### src/rtl/dma_fifo_pkg.sv
// Shared constants and helpers for the DMA lane FIFO.
package dma_fifo_pkg;

    // Transfer direction encoding
    localparam logic DIR_BYTE_IN  = 1'b0;  // byte-in / word-out (SCSI to memory)
    localparam logic DIR_BYTE_OUT = 1'b1;  // word-in / byte-out (memory to SCSI)

    // Default geometry and the widths derived from it
    localparam int DEF_DEPTH = 8;
    localparam int DEF_LANES = 4;
    localparam int DEF_PW    = $clog2(DEF_DEPTH);
    localparam int DEF_CW    = DEF_PW + 1;
    localparam int DEF_BW    = $clog2(DEF_LANES);

    // Bit offset of a byte lane; lane 0 is the most significant byte
    function automatic int lane_lsb(input int lane, input int lanes);
        return 8 * (lanes - 1 - lane);
    endfunction

endpackage

### src/rtl/dma_fifo_occupancy.sv
// Push/pop arbitration, registered occupancy count, status and sticky error flags.
module dma_fifo_occupancy
    import dma_fifo_pkg::*;
#(
    parameter int DEPTH    = DEF_DEPTH,
    parameter int AF_LEVEL = DEPTH - 2,
    parameter int AE_LEVEL = 1,
    parameter int CW       = $clog2(DEPTH) + 1
)(
    input  logic          CLK,
    input  logic          RST_FIFO_,
    input  logic          i_flush,
    input  logic          i_push_req,
    input  logic          i_pop_req,
    input  logic          i_ovf_evt,
    input  logic          i_udf_evt,
    output logic          o_push_ok,
    output logic          o_pop_ok,
    output logic          o_wr_ok,
    output logic [CW-1:0] o_count,
    output logic          o_full,
    output logic          o_empty,
    output logic          o_af,
    output logic          o_ae,
    output logic          o_ovf,
    output logic          o_udf
);

    logic [CW-1:0] r_count;
    logic          r_ovf;
    logic          r_udf;

    // A pop needs a committed word before the edge; a same-cycle push cannot rescue it
    assign o_pop_ok  = i_pop_req && (r_count != '0);
    // The slot at the write pointer is free unless full, or full but being popped now
    assign o_wr_ok   = (r_count != CW'(DEPTH)) || o_pop_ok;
    assign o_push_ok = i_push_req && o_wr_ok;

    assign o_count = r_count;
    assign o_full  = (r_count == CW'(DEPTH));
    assign o_empty = (r_count == '0);
    assign o_af    = (r_count >= CW'(AF_LEVEL));
    assign o_ae    = (r_count <= CW'(AE_LEVEL));
    assign o_ovf   = r_ovf;
    assign o_udf   = r_udf;

    // Occupancy count follows effective pushes and pops; a push+pop leaves it unchanged
    always_ff @(posedge CLK or negedge RST_FIFO_) begin
        if (!RST_FIFO_)
            r_count <= '0;
        else if (i_flush)
            r_count <= '0;
        else
            r_count <= r_count + CW'(o_push_ok) - CW'(o_pop_ok);
    end

    // Sticky error flags, cleared only by reset or flush
    always_ff @(posedge CLK or negedge RST_FIFO_) begin
        if (!RST_FIFO_) begin
            r_ovf <= 1'b0;
            r_udf <= 1'b0;
        end else if (i_flush) begin
            r_ovf <= 1'b0;
            r_udf <= 1'b0;
        end else begin
            r_ovf <= r_ovf || i_ovf_evt || (i_push_req && !o_wr_ok);
            r_udf <= r_udf || i_udf_evt || (i_pop_req && (r_count == '0));
        end
    end

endmodule

### src/rtl/dma_lane_fifo.sv
// Word/byte FIFO between the 32-bit DMA side and the 8-bit SCSI side.
module dma_lane_fifo
    import dma_fifo_pkg::*;
#(
    parameter int DEPTH    = DEF_DEPTH,
    parameter int LANES    = DEF_LANES,
    parameter int AF_LEVEL = DEPTH - 2,
    parameter int AE_LEVEL = 1,
    parameter int PW       = $clog2(DEPTH),
    parameter int BW       = $clog2(LANES),
    parameter int W        = 8 * LANES
)(
    input  logic          CLK,
    input  logic          RST_FIFO_,
    input  logic          FLUSH,
    input  logic          DIR,
    input  logic [W-1:0]  WR_DATA,
    input  logic [LANES-1:0] WR_BE,
    input  logic          WR_COMMIT,
    input  logic [7:0]    BYTE_IN,
    input  logic          BYTE_WR,
    input  logic          BYTE_RD,
    input  logic          RD_POP,
    input  logic          BP_LOAD,
    input  logic [BW-1:0] BP_VAL,
    output logic [W-1:0]  RD_DATA,
    output logic          RD_VALID,
    output logic [7:0]    RD_BYTE,
    output logic [PW:0]   COUNT,
    output logic          FULL,
    output logic          EMPTY,
    output logic          ALMOST_FULL,
    output logic          ALMOST_EMPTY,
    output logic [BW-1:0] BP,
    output logic          BPEQ0,
    output logic          BPEQLAST,
    output logic          OVF,
    output logic          UDF
);

    logic [W-1:0]  r_mem [DEPTH];
    logic [PW-1:0] r_wr_ptr;
    logic [PW-1:0] r_rd_ptr;
    logic [BW-1:0] r_bp;
    logic [W-1:0]  r_rd_data;
    logic          r_rd_valid;

    logic          w_byte_free;
    logic          w_bwr;
    logic          w_brd;
    logic          w_brd_ok;
    logic          w_bwr_ok;
    logic          w_bp_last;
    logic          w_push_req;
    logic          w_pop_req;
    logic          w_push_ok;
    logic          w_pop_ok;
    logic          w_wr_ok;
    logic          w_ovf_evt;
    logic          w_udf_evt;
    logic          w_empty;
    logic [W-1:0]  w_be_mask;
    logic [W-1:0]  w_bwr_mask;
    logic [W-1:0]  w_wr_word;
    logic [W-1:0]  w_rd_shift;

    // Byte ops lose entirely to BP_LOAD or WR_COMMIT in the same cycle
    assign w_byte_free = !BP_LOAD && !WR_COMMIT;
    assign w_bwr       = (DIR == DIR_BYTE_IN)  && BYTE_WR && w_byte_free;
    assign w_brd       = (DIR == DIR_BYTE_OUT) && BYTE_RD && w_byte_free;
    assign w_bp_last   = (r_bp == BW'(LANES - 1));
    assign w_brd_ok    = w_brd && r_rd_valid;
    assign w_bwr_ok    = w_bwr && w_wr_ok;

    assign w_push_req  = WR_COMMIT || (w_bwr && w_bp_last);
    assign w_pop_req   = RD_POP || (w_brd_ok && w_bp_last);
    assign w_ovf_evt   = ((|WR_BE) || w_bwr) && !w_wr_ok;
    assign w_udf_evt   = w_brd && !r_rd_valid;

    dma_fifo_occupancy #(
        .DEPTH    (DEPTH),
        .AF_LEVEL (AF_LEVEL),
        .AE_LEVEL (AE_LEVEL),
        .CW       (PW + 1)
    ) u_occ (
        .CLK        (CLK),
        .RST_FIFO_  (RST_FIFO_),
        .i_flush    (FLUSH),
        .i_push_req (w_push_req),
        .i_pop_req  (w_pop_req),
        .i_ovf_evt  (w_ovf_evt),
        .i_udf_evt  (w_udf_evt),
        .o_push_ok  (w_push_ok),
        .o_pop_ok   (w_pop_ok),
        .o_wr_ok    (w_wr_ok),
        .o_count    (COUNT),
        .o_full     (FULL),
        .o_empty    (w_empty),
        .o_af       (ALMOST_FULL),
        .o_ae       (ALMOST_EMPTY),
        .o_ovf      (OVF),
        .o_udf      (UDF)
    );

    // Per-lane write masks; the byte write takes precedence over WR_BE on its lane
    for (genvar l = 0; l < LANES; l++) begin : g_lane
        assign w_be_mask[lane_lsb(l, LANES) +: 8]  = {8{WR_BE[l]}};
        assign w_bwr_mask[lane_lsb(l, LANES) +: 8] = {8{w_bwr_ok && (r_bp == BW'(l))}};
    end

    assign w_wr_word = (r_mem[r_wr_ptr] & ~w_be_mask & ~w_bwr_mask)
                     | (WR_DATA & w_be_mask & ~w_bwr_mask)
                     | ({LANES{BYTE_IN}} & w_bwr_mask);

    // Storage: merge lane writes into the slot at the write pointer when it is free
    always_ff @(posedge CLK or negedge RST_FIFO_) begin
        if (!RST_FIFO_) begin
            for (int i = 0; i < DEPTH; i++)
                r_mem[i] <= '0;
        end else if (!FLUSH && w_wr_ok) begin
            r_mem[r_wr_ptr] <= w_wr_word;
        end
    end

    // Word pointers advance on effective push/pop and wrap mod DEPTH
    always_ff @(posedge CLK or negedge RST_FIFO_) begin
        if (!RST_FIFO_) begin
            r_wr_ptr <= '0;
            r_rd_ptr <= '0;
        end else if (FLUSH) begin
            r_wr_ptr <= '0;
            r_rd_ptr <= '0;
        end else begin
            r_wr_ptr <= r_wr_ptr + PW'(w_push_ok);
            r_rd_ptr <= r_rd_ptr + PW'(w_pop_ok);
        end
    end

    // Byte pointer: load beats commit-clear beats byte-op increment
    always_ff @(posedge CLK or negedge RST_FIFO_) begin
        if (!RST_FIFO_)
            r_bp <= '0;
        else if (FLUSH)
            r_bp <= '0;
        else if (BP_LOAD)
            r_bp <= BP_VAL;
        else if (WR_COMMIT)
            r_bp <= '0;
        else if (w_bwr_ok || w_brd_ok)
            r_bp <= r_bp + 1'b1;
    end

    // Head register: one-cycle bubble after any pop, held across FLUSH
    always_ff @(posedge CLK or negedge RST_FIFO_) begin
        if (!RST_FIFO_) begin
            r_rd_data  <= '0;
            r_rd_valid <= 1'b0;
        end else begin
            if (!FLUSH)
                r_rd_data <= r_mem[r_rd_ptr];
            r_rd_valid <= !w_empty && !w_pop_ok && !FLUSH;
        end
    end

    assign w_rd_shift = r_rd_data << {r_bp, 3'b000};

    assign RD_DATA  = r_rd_data;
    assign RD_VALID = r_rd_valid;
    assign RD_BYTE  = w_rd_shift[W-1 -: 8];
    assign EMPTY    = w_empty;
    assign BP       = r_bp;
    assign BPEQ0    = (r_bp == '0);
    assign BPEQLAST = w_bp_last;

endmodule

### config.mk
export PLATFORM = sky130hd
export DESIGN_NAME = dma_lane_fifo
export DESIGN_NICKNAME = d
export VERILOG_FILES = /design/src/rtl/dma_fifo_pkg.sv /design/src/rtl/dma_fifo_occupancy.sv /design/src/rtl/dma_lane_fifo.sv
export SDC_FILE = /design/constraint.sdc
export NUM_CORES = 1
export LEC_CHECK = 0
export ABC_CLOCK_PERIOD_IN_PS = 8200
export CORE_UTILIZATION = 55
export CTS_CLUSTER_DIAMETER = 100
export DETAILED_ROUTE_END_ITERATION = 8
export PLACE_DENSITY = 0.75
export SLEW_MARGIN = 5
export SYNTH_ARGS = -nofsm -noshare
export SYNTH_HDL_FRONTEND = slang
export SYNTH_HIERARCHICAL = 1
export SYNTH_SLANG_ARGS = --single-unit
export TNS_END_PERCENT = 100
### constraint.sdc
create_clock -name CLK -period 8.2 [get_ports CLK]
set_clock_uncertainty 0.15 [all_clocks]
set_input_delay 1.23 -clock CLK [delete_from_list [all_inputs] [get_ports CLK]]
set_output_delay 1.23 -clock CLK [all_outputs]
set_load 0.03 [all_outputs]
-- Word level (Yosys, flattened, before mapping)
Cells that the tools add are included.
- bits in registers: 303
- bits of input ports: 55
- output and inout bits: 55
- logic and storage cells: 106
- multiplexer cells: 18
- bitwise operators: 12
- shift operators: 1
- equality and inequality tests: 5
- order comparisons: 5
- add/sub/neg operators: 5
- reduce and logical (&&, ||, !) cells: 44
- operators with widths (operator ; number):
    bitwise mux 256 bit ; 1
    binary-select mux 32 bit (select 3 bit) ; 2
    bitwise AND 32 bit ; 5
    two-way mux 32 bit ; 5
    demux 32 bit (select 3 bit) ; 1
    NOT 32 bit ; 2
    OR 32 bit ; 2
    left shift 32 x 5 -> 32 bit ; 1
    logical AND 1 bit ; 23
    logical OR 1 bit ; 9
    greater-or-equal comparator 4 bit (second input constant) ; 2
    two-way mux 2 bit ; 4
    NOT 3 -> 4 bit ; 2
    nonzero test 4 bit ; 2
    logical NOT 1 bit ; 7
    adder 3 x 1 -> 3 bit ; 2
    two-way mux 3 bit ; 2
    adder 4 x 1 -> 4 bit ; 1
    == test 2 bit (second input constant) ; 2
    == test 4 bit (second input constant) ; 1
    greater-or-equal comparator 4 x 3 -> 1 bit (second input constant) ; 1
    less-or-equal comparator 4 x 1 -> 1 bit (second input constant) ; 1
    logical NOT 4 bit ; 1
    < comparator 4 x 1 -> 1 bit (second input constant) ; 1
    9 further kinds ; 10

-- Logic depth before layout (Yosys ltp)
Gate-level depths: netlist of the first run.
- depth after elaboration: 15
- depth in mapped cells: 13
- gate-level depth less buffers: 11

-- By module
The synthesis of the first run kept the hierarchy.
- by module, submodules not included (module ; cells each ; sequential area each (um2) ; area each (um2) ; times used):
    dma_lane_fifo ; 1276 ; 7432.1 ; 16465.8 ; 1
    dma_fifo_occupancy ; 46 ; 150.1 ; 444.2 ; 1

-- Worst setup path after synthesis of the first run
Ideal clock, no wire load.
- kind: input to register
- from: input port WR_COMMIT
- to: register r_mem[110] (netlist name)
- slack: 4446 ps
- data arrival time: 3479 ps
- library setup time: 125 ps
- stages: 12
- data required time: 7925 ps
- path buffers: 3
- cells stage by stage: nor2_1 clkbuf_1 nand3_1 o21bai_1 inv_1 o21ai_2 and4_1 buf_4 buf_2 mux2i_1 a31oi_4 mux2_2
- cells in the longest elaborated chain, start to end: 15
- elaborated cells on any way between the ends: 19
- classes of those cells: 1 x mux; 6 x bitwise; 12 x reduce/logical
- RTL lines (what ; line ; text):
    start, declared ; dma_lane_fifo.sv:19 ; input logic WR_COMMIT,
    logical NOT 1 bit (*) ; dma_lane_fifo.sv:68 ; assign w_byte_free = !BP_LOAD && !WR_COMMIT;
    logical AND 1 bit (*) ; dma_lane_fifo.sv:68 ;
    logical AND 1 bit (*) ; dma_lane_fifo.sv:70 ; assign w_brd = (DIR == DIR_BYTE_OUT) && BYTE_RD && w_byte_free;
    logical AND 1 bit (*) ; dma_lane_fifo.sv:72 ; assign w_brd_ok = w_brd && r_rd_valid;
    logical AND 1 bit (*) ; dma_lane_fifo.sv:76 ; assign w_pop_req = RD_POP || (w_brd_ok && w_bp_last);
    logical OR 1 bit (*) ; dma_lane_fifo.sv:76 ;
    via w_pop_req ; dma_lane_fifo.sv:55 ; logic w_pop_req;
    logical AND 1 bit (*) ; dma_fifo_occupancy.sv:34 ; assign o_pop_ok = i_pop_req && (r_count != '0);
    logical OR 1 bit (*) ; dma_fifo_occupancy.sv:36 ; assign o_wr_ok = (r_count != CW'(DEPTH)) || o_pop_ok;
    via w_wr_ok ; dma_lane_fifo.sv:58 ; logic w_wr_ok;
    logical AND 1 bit ; dma_lane_fifo.sv:73 ; assign w_bwr_ok = w_bwr && w_wr_ok;
    logical AND 1 bit ; dma_lane_fifo.sv:108 ; assign w_bwr_mask[lane_lsb(l, LANES) +: 8] = {8{w_bwr_ok && (r_bp == BW'(l))}};
    NOT 32 bit ; dma_lane_fifo.sv:111, dma_lane_fifo.sv:112 ;
    bitwise AND 32 bit, on equally long branches ; dma_lane_fifo.sv:111, dma_lane_fifo.sv:112 ;
    OR 32 bit ; dma_lane_fifo.sv:112 ; | (WR_DATA & w_be_mask & ~w_bwr_mask)
    OR 32 bit ; dma_lane_fifo.sv:113 ; | ({LANES{BYTE_IN}} & w_bwr_mask);
    bitwise mux 256 bit ; dma_lane_fifo.sv:121 ; r_mem[r_wr_ptr] <= w_wr_word;
    end signal, assigned by index ; dma_lane_fifo.sv:121 ;
    end, declared ; dma_lane_fifo.sv:41 ; logic [W-1:0] r_mem [DEPTH];
Mark *: on every way through the listed nets, which the timed path passes. The rest lies on a longest branch.
A chain may end at the register's enable or synchronous reset.

-- Worst setup path in the final report of the first run
- from: input port BP_LOAD
- to: register r_mem[240] (netlist name)
- cells in the longest elaborated chain, start to end: 15
- elaborated cells on any way between the ends: 19
- classes of those cells: 1 x mux; 6 x bitwise; 12 x reduce/logical
- RTL lines (what ; line ; text):
    start, declared ; dma_lane_fifo.sv:24 ; input logic BP_LOAD,
    logical NOT 1 bit (*) ; dma_lane_fifo.sv:68 ;
    logical AND 1 bit (*) ; dma_lane_fifo.sv:68 ;
    logical AND 1 bit (*) ; dma_lane_fifo.sv:70 ;
    logical AND 1 bit (*) ; dma_lane_fifo.sv:72 ;
    logical AND 1 bit (*) ; dma_lane_fifo.sv:76 ;
    logical OR 1 bit (*) ; dma_lane_fifo.sv:76 ;
    via w_pop_req ; dma_lane_fifo.sv:55 ;
    logical AND 1 bit (*) ; dma_fifo_occupancy.sv:34 ;
    logical OR 1 bit (*) ; dma_fifo_occupancy.sv:36 ;
    via w_wr_ok ; dma_lane_fifo.sv:58 ;
    logical AND 1 bit ; dma_lane_fifo.sv:73 ;
    logical AND 1 bit ; dma_lane_fifo.sv:108 ;
    NOT 32 bit ; dma_lane_fifo.sv:111, dma_lane_fifo.sv:112 ;
    bitwise AND 32 bit, on equally long branches ; dma_lane_fifo.sv:111, dma_lane_fifo.sv:112 ;
    OR 32 bit ; dma_lane_fifo.sv:112 ;
    OR 32 bit ; dma_lane_fifo.sv:113 ;
    bitwise mux 256 bit ; dma_lane_fifo.sv:121 ;
Marked as above.

==> results.cfg, run 1 <==
[timing]
tightest_slew_ns = 1.097
fin_setup_tns_ns = 0
grt_setup_unrepaired = no
hold_viol = 0
setup_violations = 0
fmax_mhz = 212.5
relSlewSlack = 0.2688
slew_viol_final = 0
timing.final.crit_share = 0.5738
period_needed_ns = 4.705

[synth]
ys_seq_elements = 303
yosysTopAreaCell = dfrtp_1
ys_warn_count = 6
yosysSeqAreaShare = 0.4484
yosysUniqueCellTypes = 50
synth_top_area_frac = 0.4484
synth_ff_type = dfrtp_1
yosysMostFrequentCell = dfrtp_1
async_flop_share = 1.000
ys_top_cells_by_area = dfrtp_1 (45%), mux2_2 (15%), mux4_2 (9.6%), mux2i_1 (6.5%), o21ai_0 (2.4%)
synth_cells = 1322
syn_nets = 1394
synth_edf_count = 0
synth_area_per_cell_sq_um = 12.79
synth_area_sq_um = 16910
synth_common_cells = dfrtp_1 (303), mux2_2 (225), mux2i_1 (109)

[global_routing]
grt_pass1_vias = 12050
grt_pass1_wl_um = 74000
antenna_found_initial = 2
grt_max_degree = 83
grt-ovfl-total = 0
grt.total_usage = 0.3177

[clock_tree]
postCtsSetupRepairBufs = 0
cts_hold_buf = 0
clockRootBuffer = clkbuf_16
numCtsBuffers = 34
clkLatencyLatePin_ns = 0.52
cts.sinks = 303
clock_path_buffers = 3
cts_tree = built
cts_resized = 0
cts.clk_slew.worst_paths_ns = 0.06
cts_htree_levels = 2

[run_status]
run_status = finished clean

[power_and_ir_drop]
power_density_nw_per_um2 = 344.1
seq_power_share = 0.379
power_frac_comb = 0.386
leakage_nw = 7.839
ir_drop_uv = 206.8
p_sw_frac = 0.3615
p_sw_mw = 2.404
p_int_mw = 4.246
clkPwrFrac = 0.235

[floorplan]
start_util = 0.5645
io_pins = 110
std_cell_rows = 63
dieWidth_um = 177.3
dieHeight_um = 177.3
core_area_sq_um = 29950
dieArea_sq_um = 31450

[drt]
ant_nets = 0
met1_length_um = 19890
vias_per_cell = 6.639
drt-initial-drc-count = 1210
wl_per_cell_um = 26.72
dr.max_layer_used = met4
via_count = 12000
wirelength_um = 48290
drc = 0
wl_met2_um = 22590
met3_length_um = 4253
drtPass1Iterations = 7

[setup_path]
crit_path_start = BP_LOAD
reg2reg_from = BP[0]
cp-start-kind = input port
cp_max_fo = 23
cp.required_ns = 8.44
endpoint_kind = flop
worstPathArrival_ns = 4.94
path_class = input port to flop

[place]
dp_hpwl_um = 29500
gp_congestion = 0.8443
io_buffers = 109
placed_cells = 1744

[flow_run]
maxCapViolCount = 0

[layout]
drive_gt1_frac = 0.3291
nets = 1462
stdcell_count = 1807
syn2layout_area_growth_pct = 14.29

[min_path]
min_from = r_mem[189]
min_path_type = flop to flop
[power groups by stage]
stage	sequential (mW)	combinational, mW	clock, mW
CTS	2.50	2.56	1.58
global route	2.58	2.75	1.65
detailed placement	2.52	2.55	0
floorplan	2.45	1.77	0
finish	2.52	2.56	1.56
global placement	2.49	2.49	0
[cells in the final DEF (no fill, tap or decap), types with 4 or more instances in the layout]
cell type          n
clkbuf_8           6
nor2b_1            8
nor2_4             6
clkbuf_16         37
a22oi_1            4
o21ai_0           82
a22o_1            21
a31oi_4            8
mux2i_1          109
inv_1             15
dfrtp_2            4
clkinv_2           6
nand3_1            7
a21oi_1           37
nand2_1           72
mux2_4             4
clkdlybuf4s50_1  107
dfrtp_1          297
clkbuf_1           7
a211oi_2          28
a31oi_1           33
nor3b_1            4
ha_1              16
mux2_2           225
mux4_2            72
a211o_1            8
mux2_1            23
buf_4             24
nand2b_1          11
nor2_1            42
o22ai_1           13
o21ai_2           21
a211oi_1          21
[logic make-up (layout without fill, tap and decap cells)]
kind of cell / count (synthesis) / in the layout / share of synthesized area
multiplexers: 433 / 433 / 0.3291
flip-flops: 303 / 303 / 0.4484
AO/OA/AOI/OAI: 283 / 283 / 0.1246
AND/OR/NAND/NOR: 166 / 166 / 0.04743
buffers and inverters: 117 / 211 / 0.03589
adder cells (fa/ha/maj): 17 / 17 / 0.01302
XOR/XNOR: 3 / 3 / 0.001554
other: 0 / 1 / 0
[layout make-up]
type	instances	area, sq um
repair buffers	133	1271
fillers	2277	10630
diodes	1	2.502
clock buffers	50	1035
multi-input cells	902	8753
flip-flops and latches	303	7595
well taps	390	488.0
inverters	16	60.06
clock inverters	12	121.4
[path summary, 6_finish.rpt]
check,endpoint,slack [ns],depth (start not counted)
min in group asynchronous,u_occ/o_count[2],0.54,1
worst max-delay path,r_mem[240],3.50,10
worst max register to register,r_mem[240],3.90,9
worst min register to register,r_mem[189],0.38,1
max in group asynchronous,r_mem[92],5.88,2
worst min-delay path,r_mem[189],0.38,1
[metrics by stage]
| stage | instance area (sq um) | hold slack, ns | util | power [mW] | setup slack, ns |
|---|---|---|---|---|---|
| 2_1_floorplan | 16910 | 0.3404 | - | 4.228 | 4.446 |
| 3_3_place_gp | 18170 | 0.3440 | 0.6065 | 4.984 | 3.183 |
| 3_5_place_dp | 18170 | 0.3602 | 0.6065 | 5.067 | 3.071 |
| 4_1_cts | 19320 | 0.3741 | 0.6451 | 6.646 | 3.600 |
| 5_1_grt | 19320 | 0.3891 | 0.6451 | 6.969 | 3.214 |
| 6_report | 19330 | 0.3750 | 0.6452 | 6.650 | 3.495 |
[state kept, by name (all words and copies together), names as in the netlist]
name,flops
RD_VALID,1
r_wr_ptr,3
RD_DATA,32
r_mem,256
u_occ/o_udf,1
u_occ/o_count,4
r_rd_ptr,3
BP,2
u_occ/o_ovf,1
[worst max-delay path, cell delays in order]
cell,delay [ns]
clkdlybuf4s50_1,0.46
nor2_1,0.56
nand3_1,0.20
o21bai_1,0.22
inv_1,0.09
o21ai_2,0.35
nand3_2,0.27
nor3_4,0.69
buf_4,0.48
mux2_2,0.38
[metal layers]
metal	up-vias	GRT usage
li1	5112	-
met1	6252	0.4354
met2	538	0.4928
met3	94	0.07776
met4	0	0.1143
met5	-	0
(Power assumes the default switching activity.)
==> run 2, diff against run 1 <==
--- a/config.mk
+++ b/config.mk
@@ -5,11 +5,11 @@
 export SDC_FILE = /design/constraint.sdc
 export NUM_CORES = 1
 export LEC_CHECK = 0
-export ABC_CLOCK_PERIOD_IN_PS = 8200
-export CORE_UTILIZATION = 55
+export ABC_CLOCK_PERIOD_IN_PS = 4300
+export CORE_UTILIZATION = 54
 export CTS_CLUSTER_DIAMETER = 100
 export DETAILED_ROUTE_END_ITERATION = 8
-export PLACE_DENSITY = 0.75
+export PLACE_DENSITY = 0.77
 export SLEW_MARGIN = 5
 export SYNTH_ARGS = -nofsm -noshare
 export SYNTH_HDL_FRONTEND = slang
==> constraint.sdc (replaced) <==
create_clock -name CLK -period 4.3 [get_ports CLK]
set_clock_uncertainty 0.15 [all_clocks]
set_input_delay 0.645 -clock CLK [delete_from_list [all_inputs] [get_ports CLK]]
set_output_delay 0.645 -clock CLK [all_outputs]
set_load 0.03 [all_outputs]
==> results.cfg, run 2 (synthesized netlist as in run 1, its figures left out) <==
[setup_path]
path_class = flop to flop
cp-start-kind = flop
endpoint_kind = flop
cp.required_ns = 4.55
cp_max_fo = 12
worstPathArrival_ns = 3.55

[global_routing]
grt-ovfl-total = 0
grt_pass1_wl_um = 74420
grt_max_degree = 125
antenna_found_initial = 0
grt.total_usage = 0.3142
grt_pass1_vias = 12260

[drt]
drt-initial-drc-count = 1090
drtPass1Iterations = 5
vias_per_cell = 6.615
drc = 0
wirelength_um = 48610
wl_per_cell_um = 26.63
via_count = 12070
ant_nets = 0

[clock_tree]
clkLatencyLatePin_ns = 0.52
cts_htree_levels = 2
cts_hold_buf = 0
clockRootBuffer = clkbuf_16
numCtsBuffers = 34
cts.clk_slew.worst_paths_ns = 0.06
cts_tree = built
postCtsSetupRepairBufs = 0
clock_path_buffers = 3
cts.sinks = 303
cts_resized = 0

[floorplan]
dieWidth_um = 179.0
core_area_sq_um = 30670
dieHeight_um = 179.0
dieArea_sq_um = 32030
std_cell_rows = 64
start_util = 0.5514
io_pins = 110

[power_and_ir_drop]
p_total_mw = 12.51
ir_drop_uv = 288.0
power_density_nw_per_um2 = 643.8
leakage_nw = 7.894

[timing]
relSlewSlack = 0.2444
hold_viol = 0
grt_setup_unrepaired = no
slew_viol_final = 0
timing.final.crit_share = 0.7670
setup_violations = 0
tightest_slew_ns = 1.130
fmax_mhz = 303.2
period_needed_ns = 3.298
fin_setup_tns_ns = 0

[run_status]
run_status = finished clean

[flow_run]
maxCapViolCount = 0

[place]
dp_hpwl_um = 30720
placed_area_sq_um = 18410
gp_congestion = 0.8569
io_buffers = 109

[layout]
layout_common_cells = dfrtp_1 (297), mux2_2 (225), mux2i_1 (109)
nets = 1480
design_area_sq_um = 19430
drive_gt1_frac = 0.3308
largest_reg_flops = 256
syn2layout_area_growth_pct = 14.92
max_flop_register = r_mem
layout_commonest_cell = dfrtp_1

[min_path]
min_path_type = input port to async pin
## run 2: cell types whose count changed in the layout (fill, tap and decap cells not counted), moves of 2 or more
cell,delta
clkbuf_1,+5
bufinv_16,-2
buf_4,+10
clkinv_2,-5
buf_12,+8
clkbuf_16,-2
clkinvlp_4,-3
## run 2: worst max-delay path: stages, from the launching register on
cell      delay [ns]
dfrtp_1         0.32
buf_4           0.27
ha_1            0.32
nand2_1         0.07
o21bai_1        0.16
inv_1           0.09
o21ai_2         0.27
and3b_1         0.34
nand3_1         0.43
o21ai_0         0.29
o21ai_2         0.16
mux2_2          0.29
## run 2: area by class of cell
cell class	instances	area, sq um
Fill cell	2325	11240
Sequential cell	303	7595
Timing Repair Buffer	151	1506
Clock inverter	2	13.76
Multi-Input combinational cell	902	8753
Inverter	16	60.06
Antenna cell	2	5.005
Clock buffer	53	1003
Tap cell	396	495.5
## run 2: through the flow
step	instances	setup WS (ns)	hold WS [ns]	utilization
global placement	1768	0.7449	0.3438	0.6003
detailed placement	1768	0.6535	0.3551	0.6003
global route	1823	0.7373	0.1687	0.6334
finish	1825	1.002	0.08336	0.6336
floorplan	1322	1.131	0.1994	-
CTS	1823	1.054	0.1332	0.6334
## run 2: per-layer routing
layer  up-vias  track usage  share of wire
met3       109      0.05471          0.081
met4         0       0.1282          0.037
li1       5149            -              -
met5         -            0              0
met2       557       0.4939           0.47
met1      6257       0.4325           0.41
## run 2: power breakdown
part	leakage (nW)	total [mW]	internal (mW)	switching, mW
registers	3.90	4.77	3.80	0.966
clock network	0.497	2.73	1.59	1.13
logic	3.50	5.01	2.54	2.47
## run 2: worst paths after layout
check | cells past startpoint | slack [ns] | start | end
max in group asynchronous | 2 | 2.90 | RST_FIFO_ | r_mem[222]
hold reg to reg | 2 | 0.37 | u_occ/o_udf | u_occ/o_udf
min in group CLK | 2 | 0.37 | u_occ/o_udf | u_occ/o_udf
hold / removal | 1 | 0.08 | RST_FIFO_ | r_mem[107]
setup reg to reg | 11 | 1.00 | BP[0] | r_mem[244]
setup / recovery | 11 | 1.00 | BP[0] | r_mem[244]
==> run 3, diff against run 2 <==
--- a/config.mk
+++ b/config.mk
@@ -5,11 +5,11 @@
 export SDC_FILE = /design/constraint.sdc
 export NUM_CORES = 1
 export LEC_CHECK = 0
-export ABC_CLOCK_PERIOD_IN_PS = 4300
-export CORE_UTILIZATION = 54
+export ABC_CLOCK_PERIOD_IN_PS = 3400
+export CORE_UTILIZATION = 55
 export CTS_CLUSTER_DIAMETER = 100
 export DETAILED_ROUTE_END_ITERATION = 8
-export PLACE_DENSITY = 0.77
+export PLACE_DENSITY = 0.75
 export SLEW_MARGIN = 5
 export SYNTH_ARGS = -nofsm -noshare
 export SYNTH_HDL_FRONTEND = slang
==> constraint.sdc (replaced) <==
create_clock -name CLK -period 3.4 [get_ports CLK]
set_clock_uncertainty 0.15 [all_clocks]
set_input_delay 0.51 -clock CLK [delete_from_list [all_inputs] [get_ports CLK]]
set_output_delay 0.51 -clock CLK [all_outputs]
set_load 0.03 [all_outputs]
==> results.cfg, run 3 (synthesized netlist as in run 1, its figures left out) <==
[run_status]
run_status = finished clean

[setup_path]
cp-start-kind = flop
crit_family = buffers and inverters
cp_max_fo = 11
r2r_end = r_mem[111]
worstPathArrival_ns = 2.38
path_class = flop to output port
endpoint_kind = output port
path_cells = buf_4, mux4_2, clkdlybuf4s50_1
r2r_slack_ns = 0.58
cp.required_ns = 2.74
path_buf_inv = 2
reg2reg_from = BP[0]
r2r_cells = 11
max_stage_delay_ns = 0.62
slowest_stage = clkdlybuf4s50_1

[place]
dp_hpwl_um = 31690
gp_congestion = 0.8644
placed_cells = 1781
io_buffers = 109
placed_area_sq_um = 18680

[drt]
wirelength_um = 49400
vias_per_cell = 6.641
wl_per_cell_um = 26.85
ant_nets = 0
drtPass1Iterations = 6
via_count = 12220
drc = 0
drt-initial-drc-count = 1164

[timing]
hold_slack_ns = 0.3399
hold_viol = 0
fmax_mhz = 328.8
relSlewSlack = 0.3095
setup_violations = 0
grt_setup_unrepaired = no
tightest_slew_ns = 1.030
period_needed_ns = 3.042
slew_viol_final = 0
timing.final.crit_share = 0.8946
fin_setup_tns_ns = 0

[layout]
nFillCells = 2225
layout_commonest_cell = dfrtp_1
nets = 1500
max_flop_register = r_mem
syn2layout_area_growth_pct = 16.69
stdcell_count = 1840
largest_reg_flops = 256
layout_common_cells = dfrtp_1 (297), mux2_2 (225), mux2i_1 (109)
design_area_sq_um = 19730
drive_gt1_frac = 0.3437

[floorplan]
io_pins = 110
std_cell_rows = 63
dieArea_sq_um = 31450
core_area_sq_um = 29950
dieHeight_um = 177.3
dieWidth_um = 177.3
start_util = 0.5645

[clock_tree]
clock_path_buffers = 3
cts.sinks = 303
clkLatencyLatePin_ns = 0.51
numCtsBuffers = 34
cts_tree = built
cts_htree_levels = 2
cts.clk_slew.worst_paths_ns = 0.06
clockRootBuffer = clkbuf_16

[global_routing]
antenna_found_initial = 1
grt_pass1_wl_um = 75770
grt_max_degree = 87
grt.total_usage = 0.3233
grt-ovfl-total = 0
grt_pass1_vias = 12410

[min_path]
min_path_cells = 4
min_to = BP[1]
min_from = FLUSH
min_path_type = input port to flop

[power_and_ir_drop]
power_density_nw_per_um2 = 806.3
ir_drop_uv = 589.8
leakage_nw = 8.045
p_total_mw = 15.91

[flow_run]
maxCapViolCount = 0
run 3: changes by cell type in the layout (fill, tap and decap cells not counted):
cell / previous run / this run
clkinv_2: 1 / 7
clkbuf_1: 12 / 7
buf_12: 8 / 19
clkinvlp_4: 0 / 1
buf_4: 34 / 42
dlygate4sd3_1: 0 / 1
diode_2: 2 / 1
run 3: what timing repair did:
action / in CTS / in global routing
resized for setup: 0 / 0
hold buffers: 1 / 0
buffers inserted: 0 / 0
endpoints found under the hold margin: 77 / 0
run 3: area by class of cell:
| class | count | area (sq um) | area share |
|---|---|---|---|
| Clock inverter | 9 | 51.30 | 0.002600 |
| Sequential cell | 303 | 7595 | 0.3849 |
| Inverter | 16 | 60.06 | 0.003044 |
| Clock buffer | 48 | 984.7 | 0.04990 |
| Antenna cell | 1 | 2.502 | 0.0001268 |
| Multi-Input combinational cell | 902 | 8753 | 0.4436 |
| Timing Repair Buffer | 171 | 1797 | 0.09106 |
| Tap cell | 390 | 488.0 | 0.02473 |
run 3: worst max path at each step:
stage                                 from         end  slack [ns]  cells past startpoint
final                                BP[0]  RD_BYTE[5]        0.36                      3
after detailed placement         WR_COMMIT  r_mem[239]         0.1                     12
after CTS                            BP[0]  RD_BYTE[6]        0.36                      3
after floorplan                      BP[1]  r_mem[110]        0.34                     11
after global placement           WR_COMMIT  r_mem[238]        0.13                     12
after global routing      u_occ/o_count[2]       EMPTY        0.27                      4
run 3: power breakdown:
group | internal (mW) | switching (mW)
Combinational | 3.27 | 3.12
Clock | 2.01 | 1.45
Sequential | 4.81 | 1.24
run 3: per-stage QoR:
stage,setup slack (ns),utilization
4_1_cts,0.3604,0.6586
2_1_floorplan,0.3415,-
3_3_place_gp,0.1336,0.6237
6_report,0.3585,0.6587
5_1_grt,0.2666,0.6586
3_5_place_dp,0.09944,0.6237
run 3: tightest hold or removal path, cell delays in order:
cell and delay [ns]:
buf_2 0.10, inv_1 0.14, nand3_1 0.10, o21ai_0 0.09
run 3: routing by layer:
metal | GRT usage | part of all wire
met1 | 0.4481 | 0.42
met2 | 0.5011 | 0.46
met3 | 0.05720 | 0.079
met4 | 0.1407 | 0.045
met5 | 0 | 0
